File: src/rtl/serial_mag_compare.sv
// Serial unsigned magnitude comparator: one 2-bit digit per clock, MSB digit first.
// Optional macro SERIAL_CMP_EARLY_EXIT_EN ends the scan at the first differing digit.
module serial_mag_compare #(
  parameter int WIDTH = 8
) (
  input  logic             clk,
  input  logic             rst_n,
  input  logic             in_valid,
  output logic             in_ready,
  input  logic [WIDTH-1:0] in1,
  input  logic [WIDTH-1:0] in2,
  output logic             out_valid,
  input  logic             out_ready,
  output logic             in1greater,
  output logic             in2greater,
  output logic             equal
);

  localparam int NDIG = WIDTH / 2;
  localparam int IW   = (NDIG > 1) ? $clog2(NDIG) : 1;

  typedef enum logic [1:0] {IDLE, COMPARE, DONE} state_t;

  state_t         state_q, state_d;
  logic [WIDTH-1:0] a_q, b_q;
  logic [IW-1:0]  idx_q;
  logic           gt_q, lt_q;

  logic [1:0] a_dig, b_dig;
  logic       new_gt, new_lt, done_now, accept;

  // Operands shift left each cycle, so the current digit is always the top two bits.
  assign a_dig  = a_q[WIDTH-1 -: 2];
  assign b_dig  = b_q[WIDTH-1 -: 2];
  assign accept = (state_q == IDLE) && in_valid;

  always_comb begin
    new_gt   = gt_q | (!(gt_q | lt_q) & (a_dig > b_dig));
    new_lt   = lt_q | (!(gt_q | lt_q) & (a_dig < b_dig));
`ifdef SERIAL_CMP_EARLY_EXIT_EN
    done_now = (idx_q == '0) || new_gt || new_lt;
`else
    done_now = (idx_q == '0);
`endif
    state_d = state_q;
    case (state_q)
      IDLE:    if (in_valid)  state_d = COMPARE;
      COMPARE: if (done_now)  state_d = DONE;
      DONE:    if (out_ready) state_d = IDLE;
      default: state_d = IDLE;
    endcase
  end

  always_ff @(posedge clk or negedge rst_n) begin
    if (!rst_n) state_q <= IDLE;
    else        state_q <= state_d;
  end

  always_ff @(posedge clk or negedge rst_n) begin
    if (!rst_n) begin
      a_q   <= '0;
      b_q   <= '0;
      idx_q <= '0;
      gt_q  <= 1'b0;
      lt_q  <= 1'b0;
    end else if (accept) begin
      a_q   <= in1;
      b_q   <= in2;
      idx_q <= IW'(NDIG - 1);
      gt_q  <= 1'b0;
      lt_q  <= 1'b0;
    end else if (state_q == COMPARE) begin
      a_q   <= a_q << 2;
      b_q   <= b_q << 2;
      idx_q <= idx_q - IW'(1);
      gt_q  <= new_gt;
      lt_q  <= new_lt;
    end
  end

  // Outputs are registered from the next state so nothing combinational reaches a port.
  always_ff @(posedge clk or negedge rst_n) begin
    if (!rst_n) begin
      in_ready   <= 1'b1;
      out_valid  <= 1'b0;
      in1greater <= 1'b0;
      in2greater <= 1'b0;
      equal      <= 1'b0;
    end else begin
      in_ready <= (state_d == IDLE);
      if (state_q == COMPARE && done_now) begin
        out_valid  <= 1'b1;
        in1greater <= new_gt;
        in2greater <= new_lt;
        equal      <= !new_gt && !new_lt;
      end else if (state_q == DONE && out_ready) begin
        out_valid  <= 1'b0;
        in1greater <= 1'b0;
        in2greater <= 1'b0;
        equal      <= 1'b0;
      end
    end
  end

endmodule

File: config.mk
export PLATFORM = sky130hd
export DESIGN_NAME = serial_mag_compare
export DESIGN_NICKNAME = d
export VERILOG_FILES = /design/src/rtl/serial_mag_compare.sv
export SDC_FILE = /design/constraint.sdc
export NUM_CORES = 1
export LEC_CHECK = 0
export CAP_MARGIN = 0
export CORE_UTILIZATION = 27
export DETAILED_ROUTE_END_ITERATION = 7
export PLACE_DENSITY = 0.54
export SKIP_CTS_REPAIR_TIMING = 1
export SLEW_MARGIN = 25
export SYNTH_ARGS = -nofsm -noshare
export SYNTH_HDL_FRONTEND = slang
export SYNTH_SLANG_ARGS = --single-unit
export TNS_END_PERCENT = 5
File: constraint.sdc
create_clock -name clk -period 3.8 [get_ports clk]
set_clock_uncertainty 0.05 [all_clocks]
set_input_delay 0.38 -clock clk [delete_from_list [all_inputs] [get_ports clk]]
set_output_delay 0.38 -clock clk [all_outputs]
set_load 0.03 [all_outputs]
==> insert_results.sql <==
INSERT INTO impl_metrics (metric_group, metric, value, unit) VALUES
('routing', 'drt_iter0_drc', '48', ''),
('sta', 'setup_tns', '0', 'ps'),
('sta', 'timing_limited_maximum_frequency', '0.510', 'GHz'),
('cts', 'cts_tree', 'done', ''),
('grt', 'use_met3', '0.0298', ''),
('routing', 'vias', '1113', ''),
('setup_path', 'timing.critical_path.to_type', 'flip-flop', ''),
('setup_path', 'arrival', '2090', 'ps'),
('yosys', 'ys_ff_latch', '27', ''),
('routing', 'wirelength_per_cell', '13.2', 'µm'),
('placed_design', 'place.detailed.hpwl', '2050', 'µm'),
('yosys', 'netlist.area_leader.share', '0.460', ''),
('floorplan', 'die_width', '74.4', 'µm'),
('grt', 'maximum_number_of_pins_on_one_net_before_global_route_repair', '28', ''),
('setup_path', 'crit_fanout', '21', ''),
('cts', 'ctsLongestPathBuffers', '2', ''),
('floorplan', 'start_util', '0.290', ''),
('final_layout', 'syn2layout_area_growth', '21.3', '%'),
('yosys', 'synth.area.top_cells', 'dfrtp_1 46%, a21oi_1 7.1%, nor2b_1 6.6%', ''),
('power_and_ir_drop', 'total_power_consumption_of_the_routed_design', '0.00121', 'W'),
('job', 'timing.max_cap.violations', '0', ''),
('sta', 'worst-slew-pin-transition', '951', 'ps'),
('sta', 'relative_max_transition_margin', '0.366', ''),
('yosys', 'post_synth.cell_area_avg', '9.68', 'µm²'),
('grt', 'gr-max-usage-layer', 'met2', ''),
('grt', 'first_global_vias', '1130', ''),
('power_and_ir_drop', 'ir_drop', '225', 'µV'),
('power_and_ir_drop', 'sequential_cell_fraction_of_total_power', '0.445', ''),
('yosys', 'synth-adder-area-share', '0.0265', ''),
('sta', 'fin_crit', '1960', 'ps'),
('yosys', 'synth-warning-count', '0', ''),
('routing', 'first_pass_iters', '4', ''),
('routing', 'wl_final', '3060', 'µm'),
('sta', 'hold_violations', '0', ''),
('final_layout', 'nFillCells', '519', ''),
('routing', 'drcViolationCount', '0', ''),
('cts', 'cts_max_level', '1', ''),
('sta', 'timing.final.max_slew_violations', '0', ''),
('grt', 'grt_antenna_before_repair', '0', ''),
('yosys', 'synthXorXnorAreaFrac', '0', ''),
('setup_path', 'required_time_of_the_worst_setup_path', '3930', 'ps'),
('sta', 'post-route-period-util', '0.516', ''),
('final_layout', 'post_route_cells_drive_above_1_share', '0.0485', ''),
('setup_path', 'critical_path_class', 'in2reg', ''),
('grt', 'grt_first_pass_wirelength', '5060', 'µm'),
('power_and_ir_drop', 'cellPowerDensity', '708', 'mW/mm²'),
('cts', 'cts_inserted_buffers', '3', ''),
('yosys', 'yosys-mux-area-fraction', '0.0142', ''),
('floorplan', 'design.portCount', '25', ''),
('placed_design', 'port_buffer_cells', '24', ''),
('yosys', 'syn_nets', '169', ''),
('grt', 'grt.met1_usage', '0.146', ''),
('yosys', 'synth_top_family_by_area', 'compound AO/OA/AOI/OAI gates', ''),
('yosys', 'synth_largest_area_cell', 'dfrtp_1', ''),
('cts', 'cts.root.buffer_cell', 'clkbuf_8', ''),
('yosys', 'synth_cell_types', '27', ''),
('power_and_ir_drop', 'pwr-share-comb', '0.420', ''),
('power_and_ir_drop', 'switching_share', '0.409', ''),
('floorplan', 'dieArea', '0.00553', 'mm²'),
('cts', 'clock_latency_at_the_later_pin_of_the_worst_skew_pair', '270', 'ps'),
('worst_hold_path', 'timing.hold.worst.class', 'in2async', ''),
('cts', 'clkSlewWorstSetupHoldPaths', '90', 'ps'),
('floorplan', 'standard_cell_row_count', '25', ''),
('sta', 'rsz_0062_raised_after_global_routing', 'no', ''),
('yosys', 'compound_cell_area_share_of_the_yosys_netlist', '0.243', ''),
('sta', 'setup_viols_final', '0', ''),
('grt', 'use_met2', '0.209', ''),
('floorplan', 'die-height', '74.4', 'µm'),
('status', 'run_status', 'complete, no violations', ''),
('yosys', 'syn-instance-count', '146', ''),
('final_layout', 'antenna_cells', '0', '');
-- per-stage QoR --
step | hold slack, ps | cell area, µm² | instances | worst slack [ps] | util
final | 426 | 1720 | 232 | 1840 | 0.352
after global routing | 464 | 1720 | 232 | 1680 | 0.352
after CTS | 442 | 1720 | 232 | 1840 | 0.352
after detailed placement | 425 | 1670 | 228 | 1550 | 0.342
after global placement | 420 | 1670 | 228 | 1630 | 0.342
after floorplan | 34.4 | 1410 | 146 | 2470 | -
-- placed cells by master (no fill, tap or decap), drive strengths merged --
cell type,instances
mux2i,2
a22oi,12
o21a,1
a2bb2oi,1
dfrtp,26
a21o,1
nor2,8
o211ai,1
nand3b,1
or2b,1
a21oi,20
dfstp,1
nor2b,17
o22ai,1
nand2b,1
and3b,1
nand2,9
clkdlybuf4s50,24
nand3,2
ha,3
clkbuf,4
o21ai,18
buf,1
inv,6
o2bb2ai,3
-- synth_stat cells (all sizes together) --
| cell | number |
|---|---|
| nand3 | 2 |
| o22ai | 1 |
| o211ai | 1 |
| o21ai | 18 |
| and3b | 1 |
| mux2i | 2 |
| dfrtp | 26 |
| o2bb2ai | 3 |
| clkbuf | 1 |
| nand2 | 9 |
| nand2b | 1 |
| a22oi | 12 |
| nand3b | 1 |
| o21a | 1 |
| a21o | 1 |
| ha | 3 |
| or2b | 1 |
| nor2 | 8 |
| a2bb2oi | 1 |
| inv | 6 |
| a21oi | 20 |
| nor2b | 17 |
| buf | 9 |
| dfstp | 1 |
-- cell type report --
cell class | count | area (µm²) | area share
clock buffers | 4 | 45.0 | 0.0263
inverters | 6 | 22.5 | 0.0131
multi-input cells | 103 | 639 | 0.373
flip-flops and latches | 27 | 677 | 0.395
well taps | 67 | 83.8 | 0.0489
repair buffers | 25 | 248 | 0.144
-- sequential cells by signal, summed over array words and instances, names as in the netlist --
register    cells
in2greater      1
in_ready        1
a_q             8
equal           1
idx_q           2
in1greater      1
b_q             8
out_valid       1
gt_q            1
state_q         2
lt_q            1
-- power by group through the flow --
stage               clock network, W  registers (W)  logic [W]
floorplan                          0       0.000498   0.000438
global placement                   0       0.000539   0.000493
detailed placement                 0       0.000548   0.000512
CTS                         0.000173       0.000543   0.000516
global route                0.000183       0.000558   0.000572
finish                      0.000164       0.000541   0.000510
-- path summary, 6_finish.rpt --
path / from / endpoint / slack, ps / cells after the start
max: in_valid / a_q[7] / 1840 / 4
min: rst_n / b_q[0] / 430 / 2
max reg2reg: state_q[0] / a_q[7] / 1940 / 3
min reg2reg: in2greater / in2greater / 440 / 1
max in group asynchronous: rst_n / in_ready / 2960 / 2
min in group clk: in2greater / in2greater / 440 / 1
-- routing by layer --
layer	vias to the layer above	wire length, µm
li1	548	-
met1	542	1420
met2	21	1540
met3	2	104
met4	0	7
met5	-	0
-- critical path: stages --
cell	delay (ps)
clkdlybuf4s50_1	940
nor2b_4	490
a21oi_1	130
o21ai_0	150
-- cells by family after synthesis --
family / count (synthesis)
AOI/OAI and AO/OA: 58
and+or+nand+nor: 40
buffers and inverters: 16
muxes: 2
DFF: 27
adders and majority gates: 3
Power figures use the tool's default switching activity.
==> RTL change 1, RTL diff (config.mk and constraints unchanged) <==
`WIDTH`: 8 -> 16.
--- a/src/rtl/serial_mag_compare.sv
+++ b/src/rtl/serial_mag_compare.sv
@@ -1,7 +1,7 @@
 // Serial unsigned magnitude comparator: one 2-bit digit per clock, MSB digit first.
 // Optional macro SERIAL_CMP_EARLY_EXIT_EN ends the scan at the first differing digit.
 module serial_mag_compare #(
-  parameter int WIDTH = 8
+  parameter int WIDTH = 16
 ) (
   input  logic             clk,
   input  logic             rst_n,
Ports: changed (resized in1 and in2); port bits go from 25 to 41. The function was not compared with the original's and may differ.
==> RTL change 1 against the original RTL <==
- cell area up 74%
- die area up 71%
- sequential share of layout area down 2.5 points
- sequential cell count up 17
- setup slack worse by 0.19 ns
- area after synthesis up 73%
- largest cell class is now multi-input combinational cells
- power up 56%
- wire length up 78%
==> RTL change 1: results (changes against the original RTL) <==
| Metric | Value |
|---|---|
| Post-synth ARST share | `100% (unchanged)` |
| LEAKAGE | `0.00124 µW (+72%)` |
| Yosys cell types | `35 (+30%)` |
| Peak supply drop | `0.192 mV (-15%)` |
| Worst min path class | `input port to async pin` |
| Slowest CP cell | `nor2b_2` |
| Top cell type's share of synthesized area | `43.9% (-2.1 points)` |
| Htree depth | `2 (+1)` |
| Total grt overflow | `0 (unchanged)` |
| Largest net degree at the start of global routing | `45 (+61%)` |
| First-pass GRT wire length | `9.55 mm (+89%)` |
| Yosys warning total | `0 (unchanged)` |
| Via density | `4.94 (+3.0%)` |
| DPL Wire Length | `3.42 mm (+67%)` |
| Final GP Congestion | `0.703 (+0.57%)` |
| Post-synth top cells | `dfrtp_1, o21ai_1, a21oi_2` |
| Outcome | `complete, no violations` |
| Net Count, Synth | `280 (+66%)` |
| Post-synthesis sequential area ratio | `45.0% (-2.9 points)` |
| Critical Path Fanout Max | `40 (+90%)` |
| Initial antenna violation count | `0 (unchanged)` |
| Final net count | `314 (+66%)` |
| Clk Latency, worst-skew pair | `0.30 ns (+0.03 ns)` |
| PortBufs | `40 (+67%)` |
| Vias in the first global route | `1954 (+73%)` |
| Number of inserted diodes | `0 (unchanged)` |
| Area contributors post-synth | `dfrtp_1, a21oi_2, a22oi_1` |
| Worst slew margin | `49.0% (+12 points)` |
| Crit path DAT | `2.34 ns (+0.25 ns)` |
| Clk buf depth | `2 (unchanged)` |
| Drt pass-1 iters | `4 (unchanged)` |
| Root Buffer | `clkbuf_8` |
| Total CTS buffers | `5 (+2)` |
| Fillers | `916 (+76%)` |
| Slowest cell delay on critical path | `0.73 ns (-0.21 ns)` |
| Delay-heaviest family, CP | `buffers and inverters` |
| WL final | `5.46 mm (+78%)` |
| Total GRT Usage | `12.4% (+0.67 points)` |
| Worst-path clk slew | `0.10 ns` |
| Layout cells sized above 1 | `20.4% (+16 points)` |
| Largest regs | `a_q: 16 flops, b_q: 16 flops, idx_q: 3 flops` |
| Starting DRT DRC Count | `86 (+79%)` |
[RTL change 1: logic make-up after synthesis]
family / count (synthesis) / share of synthesized area [%]
mux: 1 / 0.408
compound gates: 106 / 31.2
fa+ha+maj: 4 / 2.04
simple gates: 56 / 13.9
buf+inv: 29 / 7.50
flops: 44 / 45.0
[RTL change 1: final timing paths]
kind | endpoint | depth (start not counted) | slack, ns | from
max in group asynchronous | a_q[8]$_DFFE_PN0P_ | 1 | 3.26 | rst_n
worst max register to register | b_q[8]$_DFFE_PN0P_ | 5 | 1.65 | state_q[0]$_DFF_PN0_
worst min-delay path | a_q[13]$_DFFE_PN0P_ | 1 | 0.03 | rst_n
min in group clk | b_q[1]$_DFFE_PN0P_ | 2 | 0.47 | b_q[1]$_DFFE_PN0P_
worst max-delay path | b_q[8]$_DFFE_PN0P_ | 5 | 1.65 | state_q[0]$_DFF_PN0_
worst min register to register | b_q[1]$_DFFE_PN0P_ | 2 | 0.47 | b_q[1]$_DFFE_PN0P_
[RTL change 1: stage by stage]
step           util (%)  area (µm²)  setup WS, ns  power [µW]  cells
3_5_place_dp       33.0        2890          1.32        1610    375
2_1_floorplan         -        2450          2.44        1410    240
5_1_grt            34.0        2980          1.46        2060    383
4_1_cts            34.0        2980          1.63        1930    383
6_report           34.0        2980          1.65        1900    383
3_3_place_gp       33.0        2890          1.33        1590    375
[RTL change 1: cell type report]
class | instances | area share (%)
multi-input cells | 167 | 39.3
flip-flops and latches | 44 | 37.0
repair buffers | 46 | 14.8
well taps | 108 | 4.53
clock buffers | 5 | 2.31
inverters | 10 | 1.26
clock inverters | 3 | 0.797
[RTL change 1: routing by layer]
layer,part of all wire (%),vias to the layer above,GRT usage [%]
met2,45,33,20.2
li1,-,920,-
met5,0,-,0
met1,51,935,16.6
met3,3.8,4,2.88
met4,0.70,0,3.05
[RTL change 1: power by group]
part	switching (µW)	total, µW	internal, µW
logic	466	831	365
registers	114	759	645
clock network	179	309	131
total	759	1900	1140
==> RTL change 2, RTL diff (same settings) <==
Without the edit above. Re-encode `state_t` (3 states) as one-hot, 3 bits wide.
--- a/src/rtl/serial_mag_compare.sv
+++ b/src/rtl/serial_mag_compare.sv
@@ -19,7 +19,7 @@
   localparam int NDIG = WIDTH / 2;
   localparam int IW   = (NDIG > 1) ? $clog2(NDIG) : 1;
 
-  typedef enum logic [1:0] {IDLE, COMPARE, DONE} state_t;
+  typedef enum logic [2:0] {IDLE = 3'b001, COMPARE = 3'b010, DONE = 3'b100} state_t;
 
   state_t         state_q, state_d;
   logic [WIDTH-1:0] a_q, b_q;
Check against the original RTL: no difference found for any inputs over 10 cycles, from zero or initial values and one cycle with rst_n low; not proved beyond that.
==> RTL change 2 against the original RTL <==
- utilization increased by 0.82 points
- power up 2.9%
- the run now ends with DRC left
- count of clock-buffer cells in the layout did not move
- area after synthesis down 8.1%
- maximum frequency is 4.0% higher
- wire length down 16%
- cell area down 5.5%
- sequential cell count rose by 1
- sequential share of layout area is 3.9 points higher
- setup slack improved by 0.076 ns
==> RTL change 2: results (changes against the original RTL) <==
| Metric | Value |
|---|---|
| Outcome | `finished with violations` |
| Failing checks | `DRC` |
| Peak supply drop | `0.210 mV (-7.0%)` |
| Net Count, Synth | `132 (-22%)` |
| Worst-path clk slew | `0.10 ns` |
| WL met3 | `81 µm (-22%)` |
| Worst slew margin | `49.9% (+13 points)` |
| Crit Path Class | `flop to output pin` |
| Post-synthesis sequential area ratio | `54.1% (+6.2 points)` |
| Critical Path Fanout Max | `1 (-95%)` |
| GR Util met3 | `2.11% (-0.87 points)` |
| Critical R2R Launch | `state_q[2]$_DFF_PN0_` |
| Vias in the first global route | `954 (-16%)` |
| Placed Area | `1570 µm² (-6.3%)` |
| PwrDens | `771 nW/µm² (+8.9%)` |
| CP startpoint | `in_ready$_DFF_PN1_` |
| Met1 GRT Util | `15.4% (+0.70 points)` |
| Via density | `4.98 (+3.8%)` |
| Total GRT Usage | `11.6% (-0.079 points)` |
| First-pass GRT wire length | `4.57 mm (-9.7%)` |
| Drt pass-1 iters | `7 (+3)` |
| Metal-1 WL | `1.22 mm (-14%)` |
| Area contributors post-synth | `dfrtp_1, a22o_1, a21o_1` |
| Post-synth top cells | `dfrtp_1, a22o_1, a21o_1` |
| Grt met2 use | `18.4% (-2.5 points)` |
| Largest net degree at the start of global routing | `29 (+3.6%)` |
| DP Worst Slack | `1.91 ns (+0.354 ns)` |
| Final net count | `156 (-17%)` |
| Starting DRT DRC Count | `59 (+23%)` |
| Layout cells sized above 1 | `7.58% (+2.7 points)` |
| DPL Wire Length | `1.77 mm (-14%)` |
| Largest regs | `a_q: 8 flops, b_q: 8 flops, state_q: 3 flops` |
| Final GP Congestion | `0.704 (+0.77%)` |
| Yosys cell types | `36 (+33%)` |
| Fillers | `446 (-14%)` |
| Final routed DRC violation total | `5 (+5)` |
| LEAKAGE | `0.000755 µW (+4.8%)` |
| WL met2 | `1.21 mm (-21%)` |
RTL change 2: changes by cell type in the layout (fill, tap and decap cells not counted), moves of 7 or more:
cell | unedited run | this run
nor2b_1 | 15 | 0
o21ai_1 | 12 | 0
a22oi_1 | 12 | 1
a21oi_1 | 20 | 1
a22o_1 | 0 | 12
a21o_1 | 1 | 8
RTL change 2: cell families (layout without fill, tap and decap cells):
kind of cell               Yosys count  in the layout  synth area share [%]
AOI/OAI and AO/OA                   37             37                  22.6
xor gates and xnor gates             1              1                 0.674
adders and majority gates            3              3                  2.89
buffers and inverters               13             36                  5.97
DFF                                 28             28                  54.1
muxes                                2              2                  1.54
and+or+nand+nor                     25             25                  12.2
RTL change 2: report_power, final:
part	total [µW]	switching [µW]	internal [µW]
clock network	184	91.6	92.7
registers	521	83.5	437
logic	544	276	268
total	1250	451	798
RTL change 2: path summary, 6_finish.rpt:
| check | to | slack (ns) | cells past startpoint |
|---|---|---|---|
| max | in_ready | 1.91 | 1 |
| min | out_valid$_DFFE_PN0P_ | 0.42 | 2 |
| max reg2reg | b_q[1]$_DFFE_PN0P_ | 2.06 | 3 |
| min reg2reg | b_q[3]$_DFFE_PN0P_ | 0.43 | 1 |
| max in group asynchronous | state_q[0]$_DFF_PN1_ | 2.96 | 2 |
| min in group clk | b_q[3]$_DFFE_PN0P_ | 0.43 | 1 |
RTL change 2: stage by stage:
step | hold WS, ns | total power, µW | cells
floorplan | 0.0344 | 945 | 109
global placement | 0.408 | 1060 | 180
detailed placement | 0.416 | 1080 | 180
CTS | 0.438 | 1260 | 184
global route | 0.457 | 1350 | 184
finish | 0.422 | 1250 | 184
RTL change 2: layout make-up:
class	count	area share [%]
tap	52	4.02
multi-input combinational	68	32.0
sequential	28	43.4
inverter	6	1.39
timing repair buffer	26	15.8
clock buffer	4	3.40
